<file path="config.mk">
export PLATFORM = sky130hd
export DESIGN_NAME = tdc_measure_ctrl
export DESIGN_NICKNAME = d
export VERILOG_FILES = /design/src/rtl/tdc_measure_ctrl.sv
export SDC_FILE = /design/constraint.sdc
export NUM_CORES = 1
export LEC_CHECK = 0
export ABC_AREA = 1
export ABC_CLOCK_PERIOD_IN_PS = 11800
export BUFFER_PORTS_ARGS = -buffer_cell sky130_fd_sc_hd__buf_2
export CAP_MARGIN = 30
export CORE_ASPECT_RATIO = 0.5
export CORE_UTILIZATION = 25
export DETAILED_ROUTE_END_ITERATION = 10
export SYNTH_ARGS = -nofsm -noshare
export SYNTH_HDL_FRONTEND = slang
export SYNTH_SLANG_ARGS = --single-unit
</file>
<file path="constraint.sdc">
create_clock -name clk -period 11.8 [get_ports clk]
set_clock_uncertainty 0.2 [all_clocks]
set_input_delay 3.54 -clock clk [delete_from_list [all_inputs] [get_ports clk]]
set_output_delay 3.54 -clock clk [all_outputs]
set_load 0.02 [all_outputs]
</file>
<file path="src/rtl/tdc_measure_ctrl.sv">
// Delay-line TDC measurement controller: synchronises the raw tap vector,
// detects the start edge, and turns the captured thermometer code into a timestamp.
module tdc_measure_ctrl #(
    parameter int NTAPS    = 200,
    parameter int COARSE_W = 16,
    parameter int TIMEOUT  = 1024,
    localparam int FINE_W  = $clog2(NTAPS + 1)
) (
    input  logic                clk,
    input  logic                rst,
    input  logic                arm,
    input  logic [NTAPS-1:0]    taps,
    output logic                busy,
    output logic                ts_valid,
    input  logic                ts_ready,
    output logic [COARSE_W-1:0] ts_coarse,
    output logic [FINE_W-1:0]   ts_fine,
    output logic                ts_sat,
    output logic                timeout,
    output logic [7:0]          lost_cnt
);

    localparam int NST    = (NTAPS + 3) / 4;
    localparam int PAD_W  = 4 * NST;
    localparam int TCNT_W = 16;

    typedef enum logic [1:0] {IDLE, ARMED, ENCODE, HOLD} state_t;

    state_t                state_reg, state_next;
    logic [NTAPS-1:0]      s1_reg, s2_reg, hold_reg;
    logic                  s3_reg;
    logic [COARSE_W-1:0]   coarse_reg;
    logic [TCNT_W-1:0]     tcnt_reg;
    logic                  hit, expire;
    logic [PAD_W-1:0]      hold_pad;
    logic [2:0]            stage_cnt [NST];
    logic [FINE_W-1:0]     pop_sum;

    assign hit    = s2_reg[0] & ~s3_reg;
    assign expire = (tcnt_reg == TCNT_W'(TIMEOUT - 1));

    // One partial count per CARRY4 stage; bubbles are simply counted, never prioritised.
    assign hold_pad = PAD_W'(hold_reg);
    generate
        for (genvar gi = 0; gi < NST; gi++) begin : g_stage
            assign stage_cnt[gi] = 3'(hold_pad[4*gi])   + 3'(hold_pad[4*gi+1])
                                 + 3'(hold_pad[4*gi+2]) + 3'(hold_pad[4*gi+3]);
        end
    endgenerate

    always_comb begin
        pop_sum = '0;
        for (int i = 0; i < NST; i++) begin
            pop_sum = pop_sum + FINE_W'(stage_cnt[i]);
        end
    end

    always_comb begin
        state_next = state_reg;
        timeout    = 1'b0;
        case (state_reg)
            IDLE: begin
                if (arm) state_next = ARMED;
            end
            ARMED: begin
                // A hit in the expiry cycle wins over the timeout.
                if (hit) begin
                    state_next = ENCODE;
                end else if (expire) begin
                    state_next = IDLE;
                    timeout    = ~rst;
                end
            end
            ENCODE: state_next = HOLD;
            HOLD: begin
                if (ts_ready) state_next = arm ? ARMED : IDLE;
            end
            default: state_next = IDLE;
        endcase
    end

    assign busy     = (state_reg != IDLE);
    assign ts_valid = (state_reg == HOLD);

    always_ff @(posedge clk) begin
        if (rst) begin
            state_reg  <= IDLE;
            s1_reg     <= '0;
            s2_reg     <= '0;
            s3_reg     <= 1'b0;
            hold_reg   <= '0;
            coarse_reg <= '0;
            tcnt_reg   <= '0;
            ts_coarse  <= '0;
            ts_fine    <= '0;
            ts_sat     <= 1'b0;
            lost_cnt   <= '0;
        end else begin
            s1_reg     <= taps;
            s2_reg     <= s1_reg;
            s3_reg     <= s2_reg[0];
            coarse_reg <= coarse_reg + COARSE_W'(1);
            state_reg  <= state_next;

            if (state_next == ARMED && state_reg != ARMED) begin
                tcnt_reg <= '0;
            end else if (state_reg == ARMED) begin
                tcnt_reg <= tcnt_reg + TCNT_W'(1);
            end

            if (state_reg == ARMED && hit) begin
                hold_reg  <= s2_reg;
                ts_coarse <= coarse_reg;
            end

            if (state_reg == ENCODE) begin
                ts_fine <= pop_sum;
                ts_sat  <= (pop_sum == FINE_W'(NTAPS));
            end

            if ((state_reg == ENCODE || state_reg == HOLD) && hit && lost_cnt != 8'hFF) begin
                lost_cnt <= lost_cnt + 8'd1;
            end
        end
    end

endmodule

</file>
==> key figures, run 1 <==
Outcome
  • Status: completed

Logic synthesis
  • Mapped Nets: 3372
  • Seq cells post-synth: 668
  • Cell type with the largest total area after synthesis: dfxtp_1
  • Mapped cell area: 0.0261 sq mm
  • Share of the synthesized area in the top cell type: 0.512
  • Ranking of synthesized cells by area: dfxtp_1 51%, fa_1 14%, inv_1 11%, nor2_1 10%, o21ai_0 2.6%
  • Synth unique cells: 36
  • Mean Syn Cell Area: 8.87 sq um
  • Register area share after synthesis: 0.512
  • Cells after Synth: 2946
  • Warnings, synthesis: 0

Timing
  • Setup violators final: 0
  • Slew Viols, Final: 0
  • Max Fclk: 119 MHz
  • Final Hold Viols: 0
  • RSZ-0062 raised after global routing: false
  • Fin crit period: 8420 ps
  • Worst Tran Pin Value: 936 ps
  • Tcrit/Tclk final: 0.714
  • Slew Limit Headroom: 0.376
  • Setup TNS: 0 ps
  • Hold Worst Slack: 194 ps

Detailed routing
  • Vias/cell: 3.85
  • DRC viols: 0
  • Routed WL: 56.3 mm
  • Final ANT Viol Nets: 0
  • DRT Pass-1 Iters: 5
  • Routed WL per cell: 12.2 um
  • DRT iter0 DRCs: 685
  • Vias after detailed routing: 17700

Place
  • GP Congestion: 0.843
  • DP HPWL: 41.2 mm
  • Port bufs: 239

Layout
  • Fin nets: 3573
  • Most frequent cells in the layout: 737 x inv_1, 699 x nor2_1, 668 x dfxtp_1, 238 x buf_2, 186 x fa_1
  • Commonest non-fill, non-tap cell in the layout: inv_1
  • Synth-to-layout area growth: 18.1%
  • Share of cells above drive strength 1: 0.116
  • Fillers: 10800

Floorplan
  • IO Pins: 240
  • # rows: 83
  • Die Wd: 459 um
  • Core Region: 0.103 sq mm
  • Die H: 231 um
  • Die area: 0.106 sq mm
  • Starting density of the core: 0.253

Setup path
  • Critical Path End Type: output port
  • Setup slack, reg-to-reg: 3870 ps
  • Reg2Reg Depth: 30
  • Worst EP arrival: 4680 ps
  • Required time of the critical path: 8060 ps
  • Critical path peak fanout: 96
  • Kind of critical path: in -> out
  • CP Launch Type: primary input

Power
  • Lkg Pwr: 15.0 nW
  • Power Total: 0.00566 W
  • Comb pwr share: 0.200
  • Peak supply drop: 0.242 mV
  • Power share of the clock group: 0.381
  • Internal power: 0.00406 W
  • Psw: 0.00160 W
  • PwrDens: 183 mW/mm^2
  • Sw Share: 0.283
  • Sequential group share of total power: 0.419

CTS
  • Total CTS buffers: 69
  • Hold-fix buffers, CTS: 0
  • Worst-path clk slew: 60 ps
  • Post CTS Setup Buffer Count: 0
  • Clock root cell: clkbuf_16
  • H-tree Lvls: 3
  • Max clock buf depth: 3
  • Post_cts resized: 0
  • Clk_lat worst skew: 610 ps
  • Clk sinks: 668
  • TritonCTS clock tree: done

Global route
  • First-pass GRT wire length: 91.4 mm
  • Vias in the first global route: 18400
  • Total track usage: 0.108
  • GRT overflow: 0
  • Largest net degree at the start of global routing: 149
  • Initial antenna violation count: 1

Min path
  • Cells on Worst Hold Path: 2
  • Hold Path Class: reg -> reg

Run
  • # Max-Cap Violations: 0
## critical path, cell delays in order
cell    delay, ps
buf_8         230
nor4_1        620
buf_2         290
## final cells by class
type | instances | area [sq um] | area share
multi-input cells | 1416 | 9320 | 0.302
well taps | 1402 | 1750 | 0.0568
clock inverters | 33 | 384 | 0.0124
inverters | 741 | 2800 | 0.0906
clock buffers | 84 | 1860 | 0.0604
diodes | 2 | 5.00 | 0.000162
flip-flops and latches | 668 | 13400 | 0.433
repair buffers | 251 | 1380 | 0.0446
## Yosys cell counts, drive strengths merged
master and count:
a21o 1, a21oi 120, a31oi 2, and3 1, buf 45, clkbuf 76, dfxtp 668, fa 186
ha 36, inv 741, mux2i 1, nand2 67, nand3 20, nand3b 2, nand4 8, nor2 702
nor3 10, nor3b 1, nor4 1, o211ai 1, o21ai 238, o21bai 1, o31ai 1, or2 2
xnor2 6, xor2 9
## stage by stage
step | setup slack, ps | instance area [sq um] | cells | util
2_1_floorplan | 3410 | 26100 | 2946 | -
4_1_cts | 3260 | 30800 | 4593 | 0.299
3_3_place_gp | 3220 | 28500 | 4473 | 0.276
3_5_place_dp | 3270 | 28600 | 4476 | 0.277
5_1_grt | 3180 | 30900 | 4595 | 0.299
6_report | 3380 | 30900 | 4597 | 0.299
## logic make-up (layout without fill, tap and decap cells)
| group | after synthesis | count (layout) | share of synthesized area |
|---|---|---|---|
| AO/OA/AOI/OAI | 364 | 364 | 0.0702 |
| XOR/XNOR | 15 | 15 | 0.00503 |
| adder cells (fa/ha/maj) | 222 | 222 | 0.160 |
| buffers and inverters | 862 | 1109 | 0.132 |
| flip-flops | 668 | 668 | 0.512 |
| multiplexers | 1 | 1 | 0.000383 |
| other | 0 | 2 | 0 |
| AND/OR/NAND/NOR | 814 | 814 | 0.121 |
## power groups by stage
| stage | sequential [W] | clock (W) | combinational [W] |
|---|---|---|---|
| final | 0.00238 | 0.00216 | 0.00113 |
| after global routing | 0.00238 | 0.00231 | 0.00133 |
| after CTS | 0.00238 | 0.00222 | 0.00116 |
| after detailed placement | 0.00243 | 0 | 0.00115 |
| after global placement | 0.00243 | 0 | 0.00112 |
| after floorplan | 0.00242 | 0 | 0.000866 |
## worst paths after layout
| kind | from | end |
|---|---|---|
| worst max-delay path | rst | timeout |
| worst min-delay path | s1_reg[76] | s2_reg[76] |
| worst max register to register | hold_pad[89] | ts_sat |
| worst min register to register | s1_reg[76] | s2_reg[76] |
## layer usage
metal | vias up | track usage | part of all wire
li1 | 8950 | - | -
met1 | 8491 | 0.127 | 0.42
met2 | 174 | 0.199 | 0.52
met3 | 89 | 0.0196 | 0.030
met4 | 0 | 0.0314 | 0.025
met5 | - | 0 | 0
No activity file was read; power rests on OpenSTA's default activity.
==> run 2: changes to the inputs <==
Settings changed: ABC_AREA 1 to 0, ABC_CLOCK_PERIOD_IN_PS 11800 to 7500.
Clock period 11.8 ns to 7.5 ns, I/O delays scaled along.
==> run 2 against run 1 <==
The flow now finishes with violations (setup timing); total power rose by 32%; combinational power shrank 66%; sequential power is 55% higher; synthesized cell count decreased by 13%; non-clock buffer count grew 18; final cell count decreased by 9.1%; die area decreased by 1.8%; critical path depth up 21; hold slack improved by 18 ps; count of clock-buffer cells in the layout up 12; cell area shrank 0.22%; critical path type is now reg -> reg; critical endpoint is now ts_sat; largest power group unchanged.
==> key figures, run 2 <==
Layout
  • Multi-input gate area: 0.0109 sq mm
  • Fin nets: 3210
  • Fillers: 10400
  • Synth-to-layout area growth: 20.1%
  • Register area: 0.0134 sq mm
  • Share of cells above drive strength 1: 0.160
  • Most frequent cells in the layout: 661 x dfxtp_1, 459 x nand2_1, 407 x nor2b_1, 273 x inv_1, 238 x buf_2
  • Antenna diode count: 0
  • Commonest non-fill, non-tap cell in the layout: dfxtp_1

CTS
  • Max clock buf depth: 3
  • Clk_lat worst skew: 600 ps
  • Clk sinks: 668
  • Hold-fix buffers, CTS: 0
  • TritonCTS clock tree: done
  • Worst-path clk slew: 70 ps
  • Clock root cell: clkbuf_16
  • Total CTS buffers: 66
  • H-tree Lvls: 3

Logic synthesis
  • Synth unique cells: 51
  • Share of the synthesized area in the top cell type: 0.521
  • Commonest cells in the netlist: 668 x dfxtp_1, 462 x nand2_1, 408 x nor2b_1
  • Ranking of synthesized cells by area: dfxtp_1 52%, fa_1 15%, nor2b_1 10%, nand2_1 6.8%, a21oi_1 4.4%
  • Warnings, synthesis: 0
  • Seq cells post-synth: 668
  • Mapped Nets: 3001
  • Mapped cell area: 0.0256 sq mm
  • Main synth FF type: dfxtp_1
  • Register area share after synthesis: 0.521
  • Cell type with the largest total area after synthesis: dfxtp_1
  • Mean Syn Cell Area: 9.96 sq um
  • Post-synth EDFFs: 0
  • Synth async-reset ratio: 0
  • Most numerous cell in the Yosys netlist: dfxtp_1
  • Cells after Synth: 2575

Timing
  • Max Fclk: 126 MHz
  • Worst Tran Pin Value: 944 ps
  • RSZ-0062 raised after global routing: true
  • Final setup margin: -430 ps
  • Final Hold Viols: 0
  • Tcrit/Tclk final: 1.06
  • Setup violators final: 7
  • Fin crit period: 7930 ps
  • Slew Limit Headroom: 0.371
  • Slew Viols, Final: 0

Outcome
  • Status: finished with violations
  • Failing checks: setup timing

Power
  • Psw: 0.00162 W
  • Sw Share: 0.218
  • Internal power: 0.00584 W
  • Peak supply drop: 0.143 mV
  • Comb pwr share: 0.052
  • PwrDens: 242 mW/mm^2
  • Sequential group share of total power: 0.495
  • Power share of the clock group: 0.454
  • Lkg Pwr: 12.5 nW
  • Power Total: 0.00746 W

Setup path
  • Kind of critical path: reg -> reg
  • Setup slack, reg-to-reg: -430 ps
  • Critical path peak fanout: 3
  • CP Launch Type: flop
  • Required time of the critical path: 7810 ps
  • Worst EP arrival: 8240 ps
  • Critical Path End Type: flop

Detailed routing
  • Routed WL per cell: 13.7 um
  • Routed WL: 57.1 mm
  • DRC viols: 0
  • Vias after detailed routing: 16500
  • Final ANT Viol Nets: 0
  • DRT Pass-1 Iters: 5
  • Vias/cell: 3.94
  • DRT iter0 DRCs: 717

Run
  • # Max-Cap Violations: 0

Global route
  • Vias in the first global route: 17500
  • Initial antenna violation count: 13
  • Largest net degree at the start of global routing: 210
  • GRT overflow: 0
  • Total track usage: 0.111
  • First-pass GRT wire length: 91.3 mm

Floorplan
  • Die area: 0.104 sq mm
  • Core Region: 0.101 sq mm
  • Starting density of the core: 0.254
  • # rows: 82
  • Die Wd: 455 um
  • Die H: 228 um
  • IO Pins: 240

Min path
  • Hold Path Class: reg -> reg

Place
  • Place WS: -457 ps
  • DP HPWL: 41.7 mm
  • GP Congestion: 0.824
  • Port bufs: 239
## run 2: cell count changes in the layout (fill, tap and decap cells not counted), moves of 16 or more
cell | before | now
fa_1 | 186 | 155
nor2_1 | 699 | 49
fa_2 | 0 | 31
nor2b_1 | 0 | 407
o21ai_0 | 136 | 4
a21oi_1 | 120 | 225
o21ai_1 | 102 | 0
inv_1 | 737 | 273
nand2_1 | 66 | 459
buf_4 | 8 | 24
## run 2: layer usage
metal,vias to the layer above,track usage,wire length (um)
li1,8194,-,-
met1,8000,0.135,24600
met2,189,0.197,29000
met3,95,0.0205,1930
met4,4,0.0334,1490
met5,-,0,23
## run 2: worst paths after layout
path            startpoint           end  cells after the start
min reg2reg     s2_reg[57]  hold_pad[57]                      2
max          hold_pad[101]        ts_sat                     24
min             s2_reg[57]  hold_pad[57]                      2
max reg2reg  hold_pad[101]        ts_sat                     24
## run 2: final cells by class
cell class	count	area share
multi-input cells	1492	0.354
clock inverters	23	0.00869
clock buffers	96	0.0649
repair buffers	269	0.0483
well taps	1344	0.0546
flip-flops and latches	668	0.434
inverters	287	0.0350
## run 2: cells by family after synthesis
| group | after synthesis | share of synthesized area |
|---|---|---|
| AOI/OAI and AO/OA | 249 | 0.0507 |
| DFF | 668 | 0.521 |
| muxes | 2 | 0.000829 |
| adders and majority gates | 222 | 0.163 |
| xor gates and xnor gates | 36 | 0.0123 |
| buffers and inverters | 415 | 0.0622 |
| and+or+nand+nor | 983 | 0.190 |
## run 2: critical path, cell delays in order (launching register included)
cell and delay, ps:
dfxtp_2 330, inv_2 40, fa_1 520, inv_1 50
fa_1 460, fa_2 630, inv_2 60, fa_1 380
inv_1 150, fa_1 400, inv_1 70, fa_1 470
fa_1 540, inv_1 60, fa_2 530, fa_1 430
fa_1 540, inv_1 50, fa_2 550, inv_1 50
ha_1 310, and3_1 220, o211ai_1 300, o311ai_4 160
o41ai_2 320
## run 2: repair_timing
item                       in CTS  in global routing
buffers inserted                2                  2
pin swaps                       6                 26
resized for setup              22                 51
setup endpoints to repair       7                  8
## run 2: metrics by stage
| step | std cells | util | cell area (sq um) | hold slack (ps) | TNS, ps |
|---|---|---|---|---|---|
| final | 4179 | 0.305 | 30800 | 212 | -1930 |
| after global routing | 4179 | 0.305 | 30800 | 234 | -3390 |
| after CTS | 4176 | 0.303 | 30600 | 218 | -1890 |
| after detailed placement | 4055 | 0.280 | 28200 | 220 | -2050 |
| after global placement | 4055 | 0.280 | 28200 | 220 | -1410 |
| after floorplan | 2575 | - | 25700 | 210 | -78.1 |
## run 2: power by group through the flow
stage	Clock (W)	Combinational [W]	Sequential [W]
final	0.00339	0.000385	0.00369
after CTS	0.00348	0.000371	0.00369
after global placement	0	0.000360	0.00377
after global routing	0.00363	0.000435	0.00370
after floorplan	0	0.000233	0.00376
after detailed placement	0	0.000365	0.00377
